**src/rtl/cpu_pkg.sv**
```systemverilog
// Shared CPU definitions: datapath widths and the fetch-stage state encoding.
package cpu_pkg;

  localparam int WORD_W  = 32;
  localparam int INSTR_W = 32;

  typedef enum logic [1:0] {
    RUN   = 2'd0,
    STALL = 2'd1,
    HALT  = 2'd2
  } fetch_state_e;

endpackage

```
**src/rtl/if_id_reg.sv**
```systemverilog
// IF/ID pipeline register: captures a fetched instruction and its PC, with flush priority.
module if_id_reg
  import cpu_pkg::*;
(
  input  logic               clk,
  input  logic               rst,
  input  logic               enable,
  input  logic               flush,
  input  logic [INSTR_W-1:0] next_instr,
  input  logic [WORD_W-1:0]  next_pc,
  output logic [INSTR_W-1:0] instr,
  output logic [WORD_W-1:0]  pc,
  output logic               valid
);

  // A flush only drops the valid bit; stale data is harmless once invalid.
  always_ff @(posedge clk) begin
    if (rst) begin
      instr <= '0;
      pc    <= '0;
      valid <= 1'b0;
    end else if (flush) begin
      valid <= 1'b0;
    end else if (enable) begin
      instr <= next_instr;
      pc    <= next_pc;
      valid <= 1'b1;
    end
  end

endmodule

```
**src/rtl/fetch_stage.sv**
```systemverilog
// Word-addressed instruction fetch: PC register, run/stall/halt control and redirect handling.
module fetch_stage
  import cpu_pkg::*;
#(
  parameter int              NUM_INSTR = 11,
  parameter logic [WORD_W-1:0] RESET_PC = '0
) (
  input  logic               i_clk,
  input  logic               i_rst,
  output logic [WORD_W-1:0]  o_imem_pc,
  input  logic [INSTR_W-1:0] i_imem_instr,
  input  logic               i_redirect,
  input  logic [WORD_W-1:0]  i_target,
  output logic               o_valid,
  input  logic               i_ready,
  output logic [INSTR_W-1:0] o_instr,
  output logic [WORD_W-1:0]  o_pc,
  output logic               o_halted,
  output logic               o_bad_target
);

  localparam logic [WORD_W-1:0] NUM_W = WORD_W'(NUM_INSTR);

  logic [WORD_W-1:0] pc;
  fetch_state_e      state;
  logic              adv;
  logic              at_last;
  logic              target_bad;
  logic              flush;

  assign o_imem_pc  = pc;
  assign o_halted   = (state == HALT);
  assign adv        = !o_halted && (!o_valid || i_ready);
  assign at_last    = (pc == NUM_W - 1);
  assign target_bad = (i_target >= NUM_W);
  // Draining a halted stage is a flush that waits for decode to take the last word.
  assign flush      = i_redirect || (o_halted && i_ready);

  always_ff @(posedge i_clk) begin
    if (i_rst) begin
      pc           <= RESET_PC;
      state        <= RUN;
      o_bad_target <= 1'b0;
    end else if (i_redirect) begin
      pc    <= i_target;
      state <= target_bad ? HALT : RUN;
      if (target_bad) begin
        o_bad_target <= 1'b1;
      end
    end else if (adv) begin
      pc    <= pc + 32'd1;
      state <= at_last ? HALT : RUN;
    end else if (!o_halted) begin
      state <= STALL;
    end
  end

  if_id_reg u_if_id (
    .clk        (i_clk),
    .rst        (i_rst),
    .enable     (adv),
    .flush      (flush),
    .next_instr (i_imem_instr),
    .next_pc    (pc),
    .instr      (o_instr),
    .pc         (o_pc),
    .valid      (o_valid)
  );

endmodule

```
**config.mk**
```make
export PLATFORM = sky130hd
export DESIGN_NAME = fetch_stage
export DESIGN_NICKNAME = d
export VERILOG_FILES = /design/src/rtl/cpu_pkg.sv /design/src/rtl/if_id_reg.sv /design/src/rtl/fetch_stage.sv
export SDC_FILE = /design/constraint.sdc
export NUM_CORES = 1
export LEC_CHECK = 0
export CORE_UTILIZATION = 45
export DETAILED_ROUTE_END_ITERATION = 10
export PLACE_DENSITY = 0.81
export RECOVER_POWER = 100
export SLEW_MARGIN = 10
export SYNTH_ARGS = -nofsm -noshare
export SYNTH_HDL_FRONTEND = slang
export SYNTH_SLANG_ARGS = --single-unit
```
**constraint.sdc**
```tcl
create_clock -name i_clk -period 2.3 [get_ports i_clk]
set_input_delay 0.46 -clock i_clk [delete_from_list [all_inputs] [get_ports i_clk]]
set_output_delay 0.46 -clock i_clk [all_outputs]
set_load 0.005 [all_outputs]
```
### After elaboration in Yosys (flattened, before gate mapping)

Cells that the tools add are included.

| word-level totals | value |
|---|---|
| register bits | 100 |
| bits of input ports | 68 |
| word-level logic and storage cells | 29 |

| cells by class | value |
|---|---|
| $add $sub $neg | 1 |
| magnitude comparators | 1 |
| equality and inequality tests | 3 |
| muxes and demuxes | 7 |
| bitwise gates (word level) | 1 |
| reduce and logical (&&, ||, !) cells | 10 |

Operators with widths:

| cell | count |
|---|---|
| two-way mux 32 bit | 2 |
| adder 32 x 1 -> 32 bit, second input constant | 1 |
| equality test 32 x 4 -> 1 bit, second input constant | 1 |
| >= comparator 32 x 4 -> 1 bit, second input constant | 1 |
| two-way mux 2 bit | 5 |
| AND reduction 2 bit | 2 |
| != test 3 x 2 -> 1 bit, second input constant | 1 |
| equality test 2 bit, second input constant | 1 |
| logical AND 1 bit | 2 |
| logical NOT 1 bit | 2 |
| logical OR 1 bit | 2 |
| nonzero test 2 bit | 1 |
| OR reduction 2 bit | 1 |
| NOT 1 bit | 1 |

### Longest topological paths before layout

| logic depth | value |
|---|---|
| depth after elaboration | 5 |
| depth in mapped cells | 7 |
| mapped depth without buffers | 6 |

### By module

A second synthesis with hierarchy kept.

| second synthesis, totals | value |
|---|---|
| cell total of the unflattened synthesis | 601 |
| area total of the unflattened synthesis | 5411.4 µm² |

Modules (own cells, without submodules):

| module | times used | cells an instance | area an instance (µm²) |
|---|---|---|---|
| if_id_reg | 1 | 295 | 3060.4 |
| fetch_stage | 1 | 306 | 2351.0 |

### Worst setup path before layout

OpenSTA, ideal clock, no wires.

| timing path | value |
|---|---|
| kind | register -> register |
| from | register pc[0], in the netlist o_imem_pc[0] |
| to | register pc[16], in the netlist o_imem_pc[16] |
| library setup time | 0.091 ns |
| arrival | 1.741 ns |
| required time | 2.209 ns |
| path slack | 0.468 ns |
| stages on the path, launching flop included | 6 |
| path buffers | 0 |
| period minus slack after synthesis | 1.832 ns |
| path through | dfxtp_1 -> ha_1 -> and4_4 -> nand3_1 -> or4_1 -> a311oi_1 |

| between the ends | value |
|---|---|
| longest elaborated chain between the ends | 3 |

Ends and longest elaborated chain:

| item | line | source |
|---|---|---|
| start, declared | fetch_stage.sv:24 | `logic [WORD_W-1:0] pc;` |
| start signal, assigned | fetch_stage.sv:45 | `pc <= i_target;` |
| start signal, assigned | fetch_stage.sv:51 | `pc <= pc + 32'd1;` |
| adder 32 x 1 -> 32 bit | fetch_stage.sv:51 |  |
| two-way mux 32 bit | fetch_stage.sv:50 | `end else if (adv) begin` |
| two-way mux 32 bit | fetch_stage.sv:44 | `end else if (i_redirect) begin` |

No other way between the ends. The select of a mux whose other input is x is not followed.
A chain may end at the register's enable or synchronous reset.

### Final worst setup path

| timing path | value |
|---|---|
| from | input port i_ready |
| to | register pc[23], in the netlist o_imem_pc[23] |

| between the ends | value |
|---|---|
| longest elaborated chain between the ends | 3 |

Ends and longest elaborated chain:

| item | line | source |
|---|---|---|
| start, declared | fetch_stage.sv:15 | `input logic i_ready,` |
| logical OR 1 bit | fetch_stage.sv:33 | `assign adv = !o_halted && (!o_valid \|\| i_ready);` |
| logical AND 1 bit | fetch_stage.sv:33 |  |
| nonzero test 2 bit (no source line) | - |  |

No other way between the ends.

==> impl_metrics.csv <==
group,metric,value,unit
yosys,synthArstFlopShare,0,
route,drc_errors,0,
sta,rsz0062_at_grt,"no",
yosys,syn-cell-area,0.00463,sq mm
clock_tree,clock_sinks,100,
power_and_ir_drop,power.density,590,mW/mm^2
flow_run,max_cap_violations,0,
yosys,synthCells,579,
clock_tree,clk_latency,0.38,ns
floorplan,core.rowCount,36,
global_routing,grtUsageTotal,0.271,
setup_path,max_stage_delay,0.59,ns
sta,setup_tns,0,ns
setup_path,cp_top_family,"buffers and inverters",
route,drt_iter0_drc,297,
yosys,synth_top_area_frac,0.432,
route,wl_met1,6.19,mm
setup_path,path_depth,6,
route,via_per_inst,5.70,
route,maxUsedRoutingLayer,"met4",
setup_path,r2r-end,"o_imem_pc[19]",
floorplan,die_y,103,microns
place,port_buffers,166,
setup_path,critPathArrivalTime,2.51,ns
yosys,yosys_register_bits,100,
clock_tree,cts_tree,"yes",
worst_hold_path,min-delay-path-class,"input pin to flip-flop",
floorplan,design.core.area,0.00986,sq mm
route,num_vias,5005,
setup_path,slowest_stage,"dlygate4sd3_1",
power_and_ir_drop,ir_drop,0.000322,V
setup_path,critPathCaptureType,"flip-flop",
route,dr_wl_met2,6.80,mm
final_layout,final_nets,810,
yosys,syn-num-nets,649,
sta,finalHoldViolations,0,
setup_path,critPathCapture,"o_imem_pc[23]",
floorplan,ios,167,
sta,tightest_slew,0.863,ns
route,final_antenna_net_count,0,
setup_path,cp-startpoint,"i_ready",
clock_tree,clkSlewWorstSetupHoldPaths,0.10,ns
clock_tree,cts_buffers,9,
clock_tree,post-cts-setup-buffer-count,0,
place,place_inst,862,
floorplan,die_w,103,microns
setup_path,reg2reg_depth,6,
sta,maxSlewViolCount,0,
clock_tree,clock_path_buffers,2,
power_and_ir_drop,p_leak,0.00256,uW
global_routing,grt-ovfl-total,0,
yosys,ys_warn_count,0,
setup_path,crit_required,2.59,ns
sta,fin_ws,0.0789,ns
setup_path,r2r_slack,0.16,ns
yosys,synth-seq-area-share,0.432,
yosys,yosys.cell_types.count,58,
outcome,status,"finished clean",
clock_tree,cts_hold_buf,0,
clock_tree,cts_resized,0,
final_layout,areaGrowthSynthToFinish,42.6,%
sta,period_share,0.966,
sta,fin_crit,2.22,ns
global_routing,grt_pass1_wl,22.3,mm
sta,max_slew_margin,0.422,
setup_path,path_buf_inv,2,
yosys,synth_flop_cell,"dfxtp_1",
sta,fmax,450,MHz
final_layout,drive_above_1_share,0.0631,
yosys,synth_top_area_cell,"dfxtp_1",
place,dp_slack,-0.00414,ns
setup_path,reg2reg_from,"o_imem_pc[0]",
clock_tree,cts_htree_levels,3,
place,dp.final_hpwl,10.4,mm
route,routedWlPerCell,16.5,microns
route,first_pass_iters,5,
final_layout,antenna_cells,0,
setup_path,cp_max_fo,8,
yosys,synth-edff-count,0,
setup_path,start_kind,"input pin",
final_layout,fin_cells,878,
clock_tree,cts-root-buf,"clkbuf_8",
route,wl,14.5,mm
place,gp_congestion,0.884,
route,met3WireLength,1.19,mm
global_routing,grt_pass1_vias,4404,
global_routing,grt_start_max_net_pins,51,
floorplan,initial_core_util,0.469,
yosys,syn_avg_cell_area,8.00,sq um
sta,setup_viol,0,
floorplan,dieArea,0.0107,sq mm
sta,skew,0.0109,ns
yosys,netlist_top_cells_area,"dfxtp_1 (43%), nand2_1 (11%), a21oi_1 (7.6%)",
setup_path,path_class,"input pin to flip-flop",
global_routing,antenna_found_initial,0,
setup_path,crit_chain,"dlygate4sd3_1, nand2b_1, clkbuf_1, nand3_1, or4_1, a311oi_1",
## worst min-delay path by stage
stage,end,startpoint,cells after the start
after global placement,u_if_id.pc[15],u_if_id.pc[15],2
after floorplan,u_if_id.instr[0],u_if_id.instr[0],2
after global routing,u_if_id.pc[29],i_rst,2
after CTS,u_if_id.pc[28],i_rst,2
final,u_if_id.pc[28],i_rst,2
after detailed placement,u_if_id.pc[29],u_if_id.pc[29],2
## cells in the mapped netlist (4+ instances only)
master    instances
o211ai_1          6
a211oi_1          6
nor3b_1           5
or4_1             6
and4_1            5
nand4_1          23
dfxtp_1         100
o31ai_1           7
nor2_1           24
inv_1             7
clkbuf_8          5
nand2_1         140
clkbuf_1         20
a21oi_1          70
or3_1             5
xor2_1            4
and3_1            4
nor3_1            5
o21ai_0           8
nor4_1           18
buf_2            14
a311oi_1         11
nand3_1          22
and2_1            4
## cells by family after synthesis
kind of cell | after synthesis | synth area share
AO/OA/AOI/OAI | 130 | 0.175
XOR/XNOR | 7 | 0.0132
adder cells (fa/ha/maj) | 2 | 0.00540
buffers and inverters | 54 | 0.0635
flip-flops | 100 | 0.432
AND/OR/NAND/NOR | 286 | 0.310
## per-stage QoR
stage / hold slack, ns / power, uW / cell area (sq um) / utilization
global placement: 0.441 / 2690 / 6450 / 0.654
finish: 0.345 / 3890 / 6610 / 0.670
floorplan: 0.453 / 2260 / 4630 / -
global route: 0.343 / 4060 / 6610 / 0.670
CTS: 0.329 / 3960 / 6670 / 0.676
detailed placement: 0.447 / 2710 / 6450 / 0.654
## registers in the layout, summed over array words and instances, names as in the netlist
register and flops:
u_if_id.instr 32, u_if_id.valid 1, u_if_id.pc 32, o_imem_pc 32, o_bad_target 1, state 2
## layout make-up
| class | instances | area, sq um |
|---|---|---|
| inverters | 9 | 33.8 |
| flip-flops and latches | 100 | 2000 |
| repair buffers | 195 | 1850 |
| fillers | 793 | 3260 |
| clock inverters | 6 | 86.3 |
| well taps | 133 | 166 |
| clock buffers | 10 | 138 |
| multi-input cells | 425 | 2330 |
## cell usage in the layout, fill, tap and decap left out, types with 11 or more instances in the layout
cell type,count
buf_4,16
dfxtp_1,100
nor4_1,18
a21oi_1,70
nand2_1,140
a311oi_1,11
nand4_1,23
clkdlybuf4s50_1,69
nor2_1,24
nand3_1,22
dlygate4sd3_1,96
## report_power, final
group	total (uW)	internal [uW]	switching, uW	leakage [uW]
combinational	689	361	328	0.00162
clock	1270	643	625	0.000113
sequential	1940	1840	102	0.000821
## per-layer routing
metal	vias to the layer above	GRT usage
met2	255	0.421
met5	-	0
met4	0	0.117
met1	2308	0.373
met3	32	0.0417
li1	2410	-
No activity file was read; power rests on OpenSTA's default activity.
